$ cat config.mk
export PLATFORM = sky130hd
export DESIGN_NAME = wb_dst_pipe_flat
export DESIGN_NICKNAME = d
export VERILOG_FILES = /design/src/rtl/wb_dst_pipe_if.sv /design/src/rtl/wb_dst_pipe.sv /design/src/flat_wrapper.sv
export SDC_FILE = /design/constraint.sdc
export NUM_CORES = 1
export LEC_CHECK = 0
export BUFFER_PORTS_ARGS = -buffer_cell sky130_fd_sc_hd__clkbuf_2
export CORE_MARGIN = 2
export CORE_UTILIZATION = 40
export DETAILED_ROUTE_END_ITERATION = 8
export PLACE_DENSITY_LB_ADDON = 0.3
export SETUP_SLACK_MARGIN = 0.05
export SYNTH_ARGS = -nofsm -noshare
export SYNTH_HDL_FRONTEND = slang
export SYNTH_SLANG_ARGS = --single-unit
$ cat constraint.sdc
create_clock -name clk -period 2 [get_ports clk]
set_input_delay 0.1 -clock clk [delete_from_list [all_inputs] [get_ports clk]]
set_output_delay 0.1 -clock clk [all_outputs]
set_load 0.005 [all_outputs]
$ cat src/rtl/wb_dst_pipe_if.sv
// Bus bundle between the decode stage, the destination pipe and the hazard unit.
// The master drives decode/hazard inputs; the slave (the pipe) drives the stage tags.
interface wb_dst_pipe_if #(
  parameter int REG_W = 4,
  parameter int CNT_W = 16
);
  logic             id_valid;
  logic [REG_W-1:0] id_dst;
  logic             id_wrt;
  logic             stall;
  logic             flush;
  logic             id_accept;
  logic [REG_W-1:0] id_ex_wb_dst;
  logic             id_ex_wrt;
  logic [REG_W-1:0] ex_mem_wb_dst;
  logic             ex_mem_wrt;
  logic [REG_W-1:0] mem_wb_dst;
  logic             mem_wb_wrt;
  logic [CNT_W-1:0] bubble_cnt;

  modport master (
    output id_valid, id_dst, id_wrt, stall, flush,
    input  id_accept, id_ex_wb_dst, id_ex_wrt, ex_mem_wb_dst, ex_mem_wrt,
           mem_wb_dst, mem_wb_wrt, bubble_cnt
  );

  modport slave (
    input  id_valid, id_dst, id_wrt, stall, flush,
    output id_accept, id_ex_wb_dst, id_ex_wrt, ex_mem_wb_dst, ex_mem_wrt,
           mem_wb_dst, mem_wb_wrt, bubble_cnt
  );
endinterface

$ cat src/rtl/wb_dst_pipe.sv
// Destination-tag pipe through ID/EX, EX/MEM and MEM/WB with stall bubbles,
// branch flush and a saturating stall-bubble counter.
module wb_dst_pipe #(
  parameter int REG_W = 4,
  parameter int CNT_W = 16
) (
  input logic          clk,
  input logic          rst,
  wb_dst_pipe_if.slave bus
);
  logic [REG_W-1:0] r_idExDst;
  logic             r_idExWrt;
  logic [REG_W-1:0] r_exMemDst;
  logic             r_exMemWrt;
  logic [REG_W-1:0] r_memWbDst;
  logic             r_memWbWrt;
  logic [CNT_W-1:0] r_bubbleCnt;
  logic             w_accept;
  logic             w_newWrt;

  assign w_accept = bus.id_valid & ~bus.stall & ~bus.flush;
  // Writes to R0 are dropped here so downstream hazard checks never see them.
  assign w_newWrt = bus.id_wrt & (bus.id_dst != '0);

  always_ff @(posedge clk) begin
    if (rst) begin
      r_idExDst   <= '0;
      r_idExWrt   <= 1'b0;
      r_exMemDst  <= '0;
      r_exMemWrt  <= 1'b0;
      r_memWbDst  <= '0;
      r_memWbWrt  <= 1'b0;
      r_bubbleCnt <= '0;
    end else begin
      r_memWbDst <= r_exMemDst;
      r_memWbWrt <= r_exMemWrt;
      if (bus.flush) begin
        r_exMemDst <= '0;
        r_exMemWrt <= 1'b0;
        r_idExDst  <= '0;
        r_idExWrt  <= 1'b0;
      end else begin
        r_exMemDst <= r_idExDst;
        r_exMemWrt <= r_idExWrt;
        if (w_accept) begin
          r_idExDst <= bus.id_dst;
          r_idExWrt <= w_newWrt;
        end else begin
          r_idExDst <= '0;
          r_idExWrt <= 1'b0;
        end
      end
      if (bus.stall && !bus.flush && (r_bubbleCnt != {CNT_W{1'b1}})) begin
        r_bubbleCnt <= r_bubbleCnt + 1'b1;
      end
    end
  end

  assign bus.id_accept     = w_accept;
  assign bus.id_ex_wb_dst  = r_idExDst;
  assign bus.id_ex_wrt     = r_idExWrt;
  assign bus.ex_mem_wb_dst = r_exMemDst;
  assign bus.ex_mem_wrt    = r_exMemWrt;
  assign bus.mem_wb_dst    = r_memWbDst;
  assign bus.mem_wb_wrt    = r_memWbWrt;
  assign bus.bubble_cnt    = r_bubbleCnt;
endmodule

$ cat src/flat_wrapper.sv
// flat-port wrapper written by rule: the top's interface ports become plain ports
module wb_dst_pipe_flat 
#(
  parameter int REG_W = 4,
  parameter int CNT_W = 16
)
  (clk, rst, bus_id_valid, bus_id_dst, bus_id_wrt, bus_stall, bus_flush, bus_id_accept, bus_id_ex_wb_dst, bus_id_ex_wrt, bus_ex_mem_wb_dst, bus_ex_mem_wrt, bus_mem_wb_dst, bus_mem_wb_wrt, bus_bubble_cnt);
  wb_dst_pipe_if #(.REG_W(REG_W), .CNT_W(CNT_W)) bus_i ();
  input logic clk;
  input logic rst;
  input wire logic [$bits(bus_i.id_valid)-1:0] bus_id_valid;
  input wire logic [$bits(bus_i.id_dst)-1:0] bus_id_dst;
  input wire logic [$bits(bus_i.id_wrt)-1:0] bus_id_wrt;
  input wire logic [$bits(bus_i.stall)-1:0] bus_stall;
  input wire logic [$bits(bus_i.flush)-1:0] bus_flush;
  output wire logic [$bits(bus_i.id_accept)-1:0] bus_id_accept;
  output wire logic [$bits(bus_i.id_ex_wb_dst)-1:0] bus_id_ex_wb_dst;
  output wire logic [$bits(bus_i.id_ex_wrt)-1:0] bus_id_ex_wrt;
  output wire logic [$bits(bus_i.ex_mem_wb_dst)-1:0] bus_ex_mem_wb_dst;
  output wire logic [$bits(bus_i.ex_mem_wrt)-1:0] bus_ex_mem_wrt;
  output wire logic [$bits(bus_i.mem_wb_dst)-1:0] bus_mem_wb_dst;
  output wire logic [$bits(bus_i.mem_wb_wrt)-1:0] bus_mem_wb_wrt;
  output wire logic [$bits(bus_i.bubble_cnt)-1:0] bus_bubble_cnt;
  assign bus_i.id_valid = bus_id_valid;
  assign bus_i.id_dst = bus_id_dst;
  assign bus_i.id_wrt = bus_id_wrt;
  assign bus_i.stall = bus_stall;
  assign bus_i.flush = bus_flush;
  assign bus_id_accept = bus_i.id_accept;
  assign bus_id_ex_wb_dst = bus_i.id_ex_wb_dst;
  assign bus_id_ex_wrt = bus_i.id_ex_wrt;
  assign bus_ex_mem_wb_dst = bus_i.ex_mem_wb_dst;
  assign bus_ex_mem_wrt = bus_i.ex_mem_wrt;
  assign bus_mem_wb_dst = bus_i.mem_wb_dst;
  assign bus_mem_wb_wrt = bus_i.mem_wb_wrt;
  assign bus_bubble_cnt = bus_i.bubble_cnt;
  wb_dst_pipe #(.REG_W(REG_W), .CNT_W(CNT_W)) u_core (.clk(clk), .rst(rst), .bus(bus_i));
endmodule
==> key figures <==
Run status
  • Status: completed

Clock network
  • Htree depth: 2
  • CTS Sinks: 31
  • Post-CTS Setup Inserts: 0
  • Root Buffer: clkbuf_4
  • CTS tree: done
  • CTS max path bufs: 2
  • Num CTS Buffers: 5
  • Clock Latency Late Sink: ~330 ps
  • Clock Pin Slew Worst Setup and Hold Paths: roughly 90 ps

Worst setup path
  • Crit path capture type: flip-flop
  • Setup crit start kind: flip-flop
  • Crit Path Max Fanout: 7
  • Critical Path Source: u_core.bus.bubble_cnt[0]$_SDFFE_PP0P_
  • CP Class: reg2reg
  • Worst EP arrival: 2080 ps
  • Reg2reg start: u_core.bus.bubble_cnt[0]$_SDFFE_PP0P_
  • Critical Path RT: between 2000 and 2500 ps

Timing
  • Worst-Margin Slew: about 540 ps
  • Hold Fails Final Rpt: 0
  • Final setup skew: 8.23 ps
  • Setup ws final: 136 ps
  • Unrepaired setup endpoints after global routing: false
  • Setup TNS: 0 ps
  • Rel. slew slack: 0.640
  • Crit path time final: about 1900 ps
  • Fin crit share: 0.932
  • Max Slew Vio Count: 0
  • Setup violators final: 0
  • Max Fclk: about 540 MHz

Flow run
  • Max Cap Viol: 0

Floorplanning
  • Full die area: between 0.003 and 0.004 mm^2
  • # rows: 20
  • Core box area: 0.00305 mm^2
  • Io pins: 42
  • Starting density of the core: 0.418
  • Die Wd: approximately 61 um
  • Die H: between 60 and 70 um

Synthesis
  • Synthesized area per cell: slightly above 9 um^2
  • Post-synthesis cell type count: 30
  • Syn_nets: 150
  • Synthesis warning total: 0
  • Gate Count Post-Synth: around 140
  • Mapped Area: 0.00128 mm^2
  • #FFs+latches synth: 31
  • Register area share after synthesis: 0.486

Placement
  • Placer Congestion: 0.832
  • HPWL Detailed: roughly 2000 um
  • I/O Buffers: 41
  • Post-place setup slack: approximately 33 ps
  • Placed insts: 226

Global routing
  • Vias in the first global route: 1,083
  • Initial antenna violation count: 0
  • Global-route wire length before repair: ~4500 um
  • Largest net degree at the start of global routing: 30
  • Total gr overflow: 0
  • GRT Total Usage: 0.166

Drt
  • Vias per cell: 5.05
  • WL per Instance: around 11 um
  • Via count: 1,206
  • Pre-antenna DRT Iters: 4
  • DRC: 0
  • DR iter-0 viols: 55
  • WL final: about 2700 um
  • Final ANT Viol Nets: 0

Layout
  • Layout Cells excl Fill: approximately 240
  • Layout cells sized above 1: 0.333
  • Area Overhead vs Synth: 34.4%
  • Fill cells: 290
  • Ant diodes: 0
  • Final #Nets: slightly above 200
  • Final core occ: 0.562

Power
  • Psw: between 0.0002 and 0.00025 W
  • Power Total: roughly 0.0012 W
  • Comb pwr share: 0.041
  • Leakage: ~0.71 nW
  • Clock power frac: 0.428
  • Cell Int Power: roughly 0.00094 W
  • Max IR drop VDD: 438 uV
  • Sequential share of power: 0.531
  • Pwr per Cell Area: roughly 690 mW/mm^2
  • Sw Ratio: 0.200

Worst hold path
  • HP Class: in2reg
  • Min-delay src: bus_flush
[path summary, 6_finish.rpt]
kind	end	slack, ps	depth (start not counted)
hold reg to reg	u_core.bus.ex_mem_wb_dst[1]$_SDFF_PP0_	460	1
setup / recovery	u_core.bus.bubble_cnt[14]$_SDFFE_PP0P_	140	5
hold / removal	u_core.bus.bubble_cnt[1]$_SDFFE_PP0P_	160	3
setup reg to reg	u_core.bus.bubble_cnt[14]$_SDFFE_PP0P_	140	5
[metal layers]
| layer | up-vias | GRT usage | part of all wire |
|---|---|---|---|
| li1 | 616 | - | - |
| met1 | 548 | 0.206 | 0.47 |
| met2 | 36 | 0.253 | 0.45 |
| met3 | 6 | 0.0640 | 0.061 |
| met4 | 0 | 0.0807 | 0.019 |
| met5 | - | 0 | 0 |
[state kept, by name, summed over array words and instances (netlist names)]
| name | cells |
|---|---|
| u_core.bus.bubble_cnt | 16 |
| u_core.bus.ex_mem_wb_dst | 4 |
| u_core.bus.ex_mem_wrt | 1 |
| u_core.bus.id_ex_wb_dst | 4 |
| u_core.bus.id_ex_wrt | 1 |
| u_core.bus.mem_wb_dst | 4 |
| u_core.bus.mem_wb_wrt | 1 |
[power groups by stage]
stage | combinational, W | clock (W) | sequential [W]
6_report | 0.0000489 | 0.000504 | 0.000626
5_1_grt | 0.0000557 | 0.000543 | 0.000626
4_1_cts | 0.0000492 | 0.000521 | 0.000626
3_5_place_dp | 0.0000417 | 0 | 0.000640
3_3_place_gp | 0.0000408 | 0 | 0.000639
2_1_floorplan | 0.0000215 | 0 | 0.000640
[cell families (layout without fill, tap and decap cells)]
| family | after synthesis | count (layout) | share of synthesized area |
|---|---|---|---|
| buf+inv | 7 | 63 | 0.0215 |
| compound gates | 21 | 21 | 0.0930 |
| fa+ha+maj | 1 | 1 | 0.00979 |
| flops | 31 | 31 | 0.486 |
| mux | 6 | 6 | 0.0519 |
| simple gates | 73 | 73 | 0.338 |
[metrics by stage]
step,hold slack (ps),cell area (um^2)
CTS,141,1710
detailed placement,320,1570
finish,161,1720
floorplan,222,1280
global route,162,1720
global placement,313,1570
[placed cells by master, fill, tap and decap left out, drive strengths merged, types with 4 or more instances in the layout]
cell type	synthesis	final
nor4	4	4
o21ai	7	7
or4	4	4
dfxtp	31	31
clkbuf	3	47
nor2	10	10
dlygate4sd3	0	5
or3	6	6
nand4	6	6
mux2	5	5
nor3	4	4
and2	9	9
buf	1	6
nor2b	10	10
nand2	6	6
a21oi	9	9
[worst max-delay path, stage by stage, from the launching register on]
cell,delay (ps)
dfxtp_1,400
ha_2,230
nand3b_1,100
or3_4,380
nor4_2,300
mux2_2,360
[cell type report]
type	instances	area, um^2	area share
Timing Repair Buffer	52	300	0.175
Tap cell	44	55.1	0.0321
Multi-Input combinational cell	101	643	0.375
Sequential cell	31	621	0.362
Inverter	3	11.3	0.00656
Clock buffer	6	51.3	0.0299
Clock inverter	2	35.0	0.0204
[synth_stat cells (all sizes together)]
master  count  area [um^2]
clkbuf      3         11.3
or4         4         30.0
and2        9         56.3
o41ai       1         8.76
nand3       3         15.0
nand4       6         43.8
nor4        4         25.0
nand2       6         22.5
nor3        4         20.0
or2         1         6.26
a211oi      2         15.0
o31ai       2         15.0
or3         6         37.5
mux2i       1         10.0
a21oi       9         45.0
mux2        5         56.3
and4        2         17.5
nand2b      3         18.8
buf         1         5.00
inv         3         11.3
o21ai       7         35.0
ha          1         12.5
dfxtp      31          621
nand3b      1         7.51
nor3b       2         15.0
and3        1         6.26
nor2       10         37.5
and4b       1         10.0
nor2b      10         62.6
[repair_timing]
action                                 in CTS  in global routing
endpoints found under the hold margin       5                  0
setup endpoints to repair                   1                  2
pin swaps                                   0                  0
cloned                                      0                  0
hold buffers                                5                  0
gates resized for setup                     1                  2
No activity file was read; power rests on OpenSTA's default activity.
